**config.mk**
```make
export PLATFORM = sky130hd
export DESIGN_NAME = frame_align
export DESIGN_NICKNAME = d
export VERILOG_FILES = /design/src/rtl/frame_align.sv
export SDC_FILE = /design/constraint.sdc
export NUM_CORES = 1
export LEC_CHECK = 0
export CORE_AREA = 5 5 111 82
export CTS_CLUSTER_DIAMETER = 150
export DETAILED_ROUTE_END_ITERATION = 7
export DIE_AREA = 0 0 116 87
export SLEW_MARGIN = 10
export SYNTH_ARGS = -nofsm -noshare
export SYNTH_HDL_FRONTEND = slang
export SYNTH_SLANG_ARGS = --single-unit
```
**constraint.sdc**
```tcl
create_clock -name i_clk -period 3.6 [get_ports i_clk]
set_input_delay 0.72 -clock i_clk [delete_from_list [all_inputs] [get_ports i_clk]]
set_output_delay 0.72 -clock i_clk [all_outputs]
set_load 0.005 [all_outputs]
```
**src/rtl/frame_align.sv**
```systemverilog
// ---------------------------------------------------------------------------
// frame_align
//   Receive-side frame aligner. Hunts the raw byte stream for the 6-byte FAS,
//   runs a HUNT/PRESYNC/SYNC state machine and tags every byte with its
//   row/column position and a FAS flag. The frame is 4 rows x (COL_MAX+1)
//   columns. All outputs are registered: one cycle of latency.
//
// Ports
//   i_clk, i_rst          clock, synchronous active-high reset
//   i_frame_data[7:0]     raw line byte
//   i_frame_data_valid    byte qualifier
//   o_frame_data[7:0]     byte, delayed 1 cycle (every cycle)
//   o_frame_data_valid    valid, delayed 1 cycle (every cycle)
//   o_frame_data_fas      byte sits at row 0 cols 0-5 while PRESYNC/SYNC
//   o_row_cnt[1:0]        row of the output byte
//   o_col_cnt[10:0]       column of the output byte
//   o_in_frame            aligner is in SYNC
//   o_lof                 loss of frame
//
// Optional build macro FRAME_ALIGN_STATS_EN adds:
//   o_fas_err_cnt[15:0]   FAS misses at the expected position while in SYNC
//   o_lof_cnt[15:0]       SYNC->HUNT transitions
//   Both saturate at 16'hFFFF and clear on reset.
// ---------------------------------------------------------------------------
module frame_align #(
    parameter logic [47:0] FAS_WORD   = 48'hF6F6F6282828,
    parameter int          COL_MAX    = 1040,
    parameter int          LOF_THRESH = 5
) (
    input  logic        i_clk,
    input  logic        i_rst,
    input  logic [7:0]  i_frame_data,
    input  logic        i_frame_data_valid,
    output logic [7:0]  o_frame_data,
    output logic        o_frame_data_valid,
    output logic        o_frame_data_fas,
    output logic [1:0]  o_row_cnt,
    output logic [10:0] o_col_cnt,
    output logic        o_in_frame,
`ifdef FRAME_ALIGN_STATS_EN
    output logic [15:0] o_fas_err_cnt,
    output logic [15:0] o_lof_cnt,
`endif
    output logic        o_lof
);

    typedef enum logic [1:0] {HUNT, PRESYNC, SYNC} state_t;

    localparam logic [10:0] COL_LAST  = 11'(COL_MAX);
    localparam logic [3:0]  MISS_LAST = 4'(LOF_THRESH - 1);
    localparam logic [10:0] FAS_COL   = 11'd5;   // column of the last FAS byte

    state_t      state_q, state_d;
    logic [39:0] shreg_q, shreg_d;
    logic [1:0]  row_q, row_d;
    logic [10:0] col_q, col_d;
    logic        fas_q, fas_d;
    logic        lof_q, lof_d;
    logic [3:0]  miss_q, miss_d;
    logic [7:0]  data_q;
    logic        valid_q;

    logic        match;
    logic        exp_pos;
    logic [1:0]  row_nxt;
    logic [10:0] col_nxt;

    always_comb begin
        match   = ({shreg_q, i_frame_data} == FAS_WORD);
        col_nxt = (col_q == COL_LAST) ? 11'd0 : col_q + 11'd1;
        row_nxt = (col_q == COL_LAST) ? row_q + 2'd1 : row_q;
        exp_pos = (row_nxt == 2'd0) && (col_nxt == FAS_COL);

        state_d = state_q;
        shreg_d = shreg_q;
        row_d   = row_q;
        col_d   = col_q;
        fas_d   = fas_q;
        lof_d   = lof_q;
        miss_d  = miss_q;

        if (i_frame_data_valid) begin
            shreg_d = {shreg_q[31:0], i_frame_data};
            case (state_q)
                HUNT: begin
                    row_d = 2'd0;
                    col_d = 11'd0;
                    // The detecting byte is the last FAS byte: it lands on col 5.
                    if (match) begin
                        state_d = PRESYNC;
                        col_d   = FAS_COL;
                    end
                end
                PRESYNC: begin
                    row_d = row_nxt;
                    col_d = col_nxt;
                    if (exp_pos) begin
                        if (match) begin
                            state_d = SYNC;
                            lof_d   = 1'b0;
                            miss_d  = 4'd0;
                        end else begin
                            state_d = HUNT;
                            row_d   = 2'd0;
                            col_d   = 11'd0;
                        end
                    end
                end
                SYNC: begin
                    // Flywheel: position keeps running through FAS misses.
                    row_d = row_nxt;
                    col_d = col_nxt;
                    if (exp_pos) begin
                        if (match) begin
                            miss_d = 4'd0;
                        end else if (miss_q == MISS_LAST) begin
                            state_d = HUNT;
                            lof_d   = 1'b1;
                            miss_d  = 4'd0;
                            row_d   = 2'd0;
                            col_d   = 11'd0;
                        end else begin
                            miss_d = miss_q + 4'd1;
                        end
                    end
                end
                default: begin
                    state_d = HUNT;
                    row_d   = 2'd0;
                    col_d   = 11'd0;
                end
            endcase
            fas_d = (state_d != HUNT) && (row_d == 2'd0) && (col_d <= FAS_COL);
        end
    end

    always_ff @(posedge i_clk) begin
        if (i_rst) begin
            state_q <= HUNT;
            shreg_q <= '0;
            row_q   <= '0;
            col_q   <= '0;
            fas_q   <= 1'b0;
            lof_q   <= 1'b1;
            miss_q  <= '0;
            data_q  <= '0;
            valid_q <= 1'b0;
        end else begin
            state_q <= state_d;
            shreg_q <= shreg_d;
            row_q   <= row_d;
            col_q   <= col_d;
            fas_q   <= fas_d;
            lof_q   <= lof_d;
            miss_q  <= miss_d;
            data_q  <= i_frame_data;
            valid_q <= i_frame_data_valid;
        end
    end

`ifdef FRAME_ALIGN_STATS_EN
    logic [15:0] err_cnt_q, lof_cnt_q;
    logic        sync_miss, sync_lost;

    always_comb begin
        sync_miss = i_frame_data_valid && (state_q == SYNC) && exp_pos && !match;
        sync_lost = (state_q == SYNC) && (state_d == HUNT);
    end

    always_ff @(posedge i_clk) begin
        if (i_rst) begin
            err_cnt_q <= '0;
            lof_cnt_q <= '0;
        end else begin
            if (sync_miss && (err_cnt_q != 16'hFFFF)) err_cnt_q <= err_cnt_q + 16'd1;
            if (sync_lost && (lof_cnt_q != 16'hFFFF)) lof_cnt_q <= lof_cnt_q + 16'd1;
        end
    end

    assign o_fas_err_cnt = err_cnt_q;
    assign o_lof_cnt     = lof_cnt_q;
`endif

    assign o_frame_data       = data_q;
    assign o_frame_data_valid = valid_q;
    assign o_frame_data_fas   = fas_q;
    assign o_row_cnt          = row_q;
    assign o_col_cnt          = col_q;
    assign o_in_frame         = (state_q == SYNC);
    assign o_lof              = lof_q;

endmodule

```
**Word level (Yosys, flattened, before mapping)**

Cells that the tools add are included.

- $add $sub $neg: 3
- Magnitude comparators: 1
- Eq/ne operators: 11
- Mux-type cells: 37
- Reductions and logical operators: 10

Operators with widths:

| kind | number |
|---|---|
| two-way mux 11 bit | 7 |
| == test 48 bit, second input constant | 1 |
| one-hot mux 11 bit (3 select lines) | 1 |
| two-way mux 2 bit | 14 |
| two-way mux 4 bit | 5 |
| adder 11 x 1 -> 11 bit, second input constant | 1 |
| == test 11 bit, second input constant | 1 |
| == test 11 x 3 -> 1 bit, second input constant | 1 |
| <= comparator 11 x 3 -> 1 bit, second input constant | 1 |
| one-hot mux 4 bit (2 select lines) | 1 |
| AND reduction 7 bit | 1 |
| logical NOT 2 bit | 3 |
| inequality test 2 bit, second input constant | 3 |
| one-hot mux 2 bit (3 select lines) | 1 |
| two-way mux 1 bit | 5 |
| AND reduction 5 bit | 1 |
| adder 4 x 1 -> 4 bit, second input constant | 1 |
| == test 4 x 3 -> 1 bit, second input constant | 1 |
| inequality test 2 x 1 -> 1 bit, second input constant | 2 |
| one-hot mux 2 bit (2 select lines) | 1 |
| nonzero test 2 bit | 2 |
| logical AND 1 bit | 3 |
| two-way mux 3 bit | 1 |
| adder 2 x 1 -> 2 bit, second input constant | 1 |
| other kinds (3) | 3 |

- Register bits: 70
- Output and inout bits: 25
- Word-level logic and storage cells: 71

**Logic depth before layout (Yosys ltp)**

- Depth after elaboration: 10
- Depth in mapped cells: 9

**Least setup slack after synthesis**

OpenSTA, ideal clock, no wires.

- Path type: input -> register
- Start point: input port i_frame_data[0]
- End point: register miss_q[3]
- Library setup time: 70 ps
- Arrival time: 2775 ps
- Data required time: 3530 ps
- Setup slack: 755 ps
- Stages: 7
- Path buffers: 0
- Path through: or4bb_1 nor4_4 nand3_4 a2111oi_4 o211ai_4 or4_1 a21oi_1

- Word-level cells in the longest chain between the ends: 4
- Elaborated cells between the ends (all ways): 6
- Classes of those cells: 2 x eq/ne; 3 x mux; 1 x reduce/logical

RTL lines:

| item | line | text |
|---|---|---|
| start: declaration | 32 | `input logic [7:0] i_frame_data,` |
| == test 48 bit * | 69 | `match = ({shreg_q, i_frame_data} == FAS_WORD);` |
| two-way mux 4 bit | 114 | `if (match) begin` |
| two-way mux 4 bit | 113 | `if (exp_pos) begin` |
| one-hot mux 4 bit (2 select lines) | 84 | `case (state_q)` |
| end signal: assignment | 155 | `miss_q <= miss_d;` |
| end: declaration | 59 | `logic [3:0] miss_q, miss_d;` |

Every way passes the cells marked *; elsewhere a longest branch is shown, timed or not. The select of a mux whose other input is x is not followed.
A chain may end at the register's enable or synchronous reset.

**Final worst setup path**

- Start point: register col_q[1], in the netlist o_col_cnt[1]
- End point: register col_q[0], in the netlist o_col_cnt[0]

- Word-level cells in the longest chain between the ends: 7
- Elaborated cells between the ends (all ways): 14
- Classes of those cells: 1 x add/sub; 2 x eq/ne; 9 x mux; 2 x reduce/logical

RTL lines:

| item | line | text |
|---|---|---|
| start: declaration | 56 | `logic [10:0] col_q, col_d;` |
| start signal: assignment | 152 | `col_q <= col_d;` |
| adder 11 x 1 -> 11 bit or == test 11 bit (tied branches) | 70, 71 |  |
| two-way mux 11 bit or two-way mux 2 bit (tied branches) | 70, 71 |  |
| == test 11 x 3 -> 1 bit (tied with other cells) | 72 | `exp_pos = (row_nxt == 2'd0) && (col_nxt == FAS_COL);` |
| logical AND 1 bit or two-way mux 11 bit (tied branches) | 72, 114 |  |
| two-way mux 11 bit, on equally long branches | 113, 97 |  |
| one-hot mux 11 bit (3 select lines) * | 84 |  |
| two-way mux 11 bit * | 82 | `if (i_frame_data_valid) begin` |

Marked as above.

==> results.sh <==
export IMPL_run_status="completed"
export IMPL_p_leak_nw=1.589
export IMPL_async_flop_share=0
export IMPL_p_comb_frac=0.047
export IMPL_drt_pass1_iterations=4
export IMPL_grt_setup_unrepaired="false"
export IMPL_ir_worst_vdd_mv=0.4420
export IMPL_synth_edf_count=0
export IMPL_ys_flop_type="dfxtp_1"
export IMPL_syn_nets=400
export IMPL_tritoncts="built"
export IMPL_start_util=0.4286
export IMPL_post_cts_buffers=0
export IMPL_wire_per_inst_um=15.83
export IMPL_areaGrowthSynthToFinish_pct=22.07
export IMPL_slew_violations=0
export IMPL_antenna_found_initial=0
export IMPL_drive_gt1_frac=0.08759
export IMPL_final_util=0.5231
export IMPL_clockPowerShare=0.534
export IMPL_end_kind="flip-flop"
export IMPL_grt_pass1_vias=2579
export IMPL_setup_viol=0
export IMPL_insertion_delay_ns=0.33
export IMPL_avgSynthCellArea_um2=9.064
export IMPL_synthDistinctLibCells=66
export IMPL_switching_power_mw=0.3886
export IMPL_period_share=0.8942
export IMPL_grt_util_all_layers=0.1693
export IMPL_place_inst=500
export IMPL_finalHoldViolCount=0
export IMPL_arrival_ns=3.38
export IMPL_antenna_left=0
export IMPL_finalSetupTns_ns=0
export IMPL_cts_buffers=9
export IMPL_wl_um=8170
export IMPL_start_kind="flip-flop"
export IMPL_hold_path_class="reg2reg"
export IMPL_pin_count=36
export IMPL_swShare=0.2027
export IMPL_power_per_cell_area_mw_per_mm2=454.8
export IMPL_clk_path_buf_depth=2
export IMPL_clk_pin_slew_ns=0.06
export IMPL_crit_fanout=10
export IMPL_place_congestion=0.8581
export IMPL_die_h_um=87
export IMPL_die_w_um=116
export IMPL_final_nets=425
export IMPL_postCtsHoldBufs=0
export IMPL_intPower_mw=1.529
export IMPL_relSlewSlack=0.3371
export IMPL_critPathRequiredTime_ns=3.76
export IMPL_antennaDiodeCount=0
export IMPL_ys_seq_area_frac=0.4058
export IMPL_seqPwrFrac=0.420
export IMPL_row_count=28
export IMPL_path_class="reg2reg"
export IMPL_cts_sinks=70
export IMPL_tightest_slew_ns=0.9944
export IMPL_fin_worst_skew_ns=0.008092
export IMPL_netlist_area_mm2=0.003453
export IMPL_vias=2841
export IMPL_synthCells=381
export IMPL_port_buffer_count=35
export IMPL_clock_root_buffer="clkbuf_16"
export IMPL_viasPerCell=5.506
export IMPL_drc=0
export IMPL_drt_iter0_drc=192
export IMPL_ys_ff_latch=70
export IMPL_htree_levels=3
export IMPL_synth_warnings=0
export IMPL_maxCapViolCount=0
export IMPL_cts_resized=0
export IMPL_max_freq_mhz=310.7
export IMPL_grt_remaining_overflow=0
export IMPL_fin_crit_ns=3.219
export IMPL_dieArea_mm2=0.01009
export IMPL_core_area_mm2=0.008058
export IMPL_grt_max_degree=56
export IMPL_dp_hpwl_um=5573
export IMPL_finalNonFillerCells=516
export IMPL_grt_pass1_wl_um=13340
state kept, by name (all words and copies together), names as in the netlist:
signal,flops
o_row_cnt,2
o_frame_data_fas,1
o_frame_data_valid,1
shreg_q,40
o_frame_data,8
miss_q,4
state_q,2
o_lof,1
o_col_cnt,11
routing by layer:
layer	wire, um	up-vias	track usage	part of all wire
met2	3214	77	0.2251	0.39
met4	94	0	0.05058	0.012
met1	4362	1327	0.2580	0.53
met3	499	9	0.05208	0.061
li1	-	1428	-	-
met5	0	-	0	0
power by group through the flow:
| stage | Combinational [mW] | Sequential (mW) | Clock, mW |
|---|---|---|---|
| final | 0.0900 | 0.804 | 1.02 |
| after floorplan | 0.0559 | 0.817 | 0 |
| after global placement | 0.0902 | 0.820 | 0 |
| after global routing | 0.0982 | 0.806 | 1.09 |
| after CTS | 0.0910 | 0.804 | 1.05 |
| after detailed placement | 0.0908 | 0.821 | 0 |
cells in the final DEF (no fill, tap or decap), types with 3 or more instances in the layout:
cell type        count
nor4b_1              7
nor2_1              53
ha_1                 8
or4_1                3
nand3_1             18
o21ai_1              8
o21ai_0              6
a31oi_1              3
and4_1               5
nor3_1               7
o31ai_1              3
nand2_1             19
nand4b_1             4
nor3b_1              3
a21oi_1             17
clkdlybuf4s50_1     33
mux2i_1             41
buf_4                4
nand4_1              4
nor2b_1             10
dfxtp_1             70
bufinv_16            3
a211oi_1             4
nor4_1               4
clkbuf_16            9
inv_1               10
synth_stat cells (7+ instances only):
| library cell | count | area (um2) |
|---|---|---|
| a21oi_1 | 17 | 85.08 |
| clkbuf_1 | 18 | 67.56 |
| dfxtp_1 | 70 | 1401 |
| ha_1 | 8 | 100.1 |
| inv_1 | 10 | 37.54 |
| mux2i_1 | 41 | 410.4 |
| nand2_1 | 19 | 71.32 |
| nand3_1 | 18 | 90.09 |
| nor2_1 | 53 | 198.9 |
| nor2b_1 | 10 | 62.56 |
| nor3_1 | 7 | 35.03 |
| nor4b_1 | 7 | 61.31 |
| o21ai_1 | 8 | 40.04 |
final cells by class:
| type | instances | area, um2 |
|---|---|---|
| fillers | 767 | 3842 |
| multi-input cells | 275 | 1923 |
| well taps | 105 | 131.4 |
| repair buffers | 39 | 370.4 |
| clock inverters | 6 | 108.9 |
| clock buffers | 10 | 239.0 |
| flip-flops and latches | 70 | 1401 |
| inverters | 11 | 41.29 |
critical path, cell delays in order, from the launching register on:
cell and delay (ns):
dfxtp_1 0.48, ha_1 0.46, nand4_1 0.22, a211oi_1 0.46
nor2_1 0.28, o41ai_2 0.59, a21oi_2 0.26, a21oi_1 0.21
a211oi_1 0.08
per-stage QoR:
stage	area [um2]	hold slack, ns	setup WS [ns]	power (mW)
final	4215	0.4771	0.3810	1.917
after CTS	4208	0.4881	0.2881	1.946
after global placement	3860	0.4627	0.2566	0.9107
after global routing	4215	0.5102	0.05096	1.996
after floorplan	3453	0.4509	0.7547	0.8728
after detailed placement	3860	0.4733	0.1989	0.9116
cell families (layout without fill, tap and decap cells):
family / Yosys count / after routing / share of synthesized area
fa+ha+maj: 8 / 8 / 0.02899
buf+inv: 36 / 66 / 0.03949
xor+xnor: 4 / 4 / 0.01015
flops: 70 / 70 / 0.4058
mux: 41 / 41 / 0.1188
compound gates: 62 / 62 / 0.1312
simple gates: 160 / 160 / 0.2656
final timing paths:
path / slack, ns / depth (start not counted) / startpoint / end
setup / recovery: 0.38 / 8 / o_col_cnt[1] / o_col_cnt[0]
hold / removal: 0.48 / 2 / o_lof / o_lof
setup reg to reg: 0.38 / 8 / o_col_cnt[1] / o_col_cnt[0]
hold reg to reg: 0.48 / 2 / o_lof / o_lof
No activity file was read; power rests on OpenSTA's default activity.
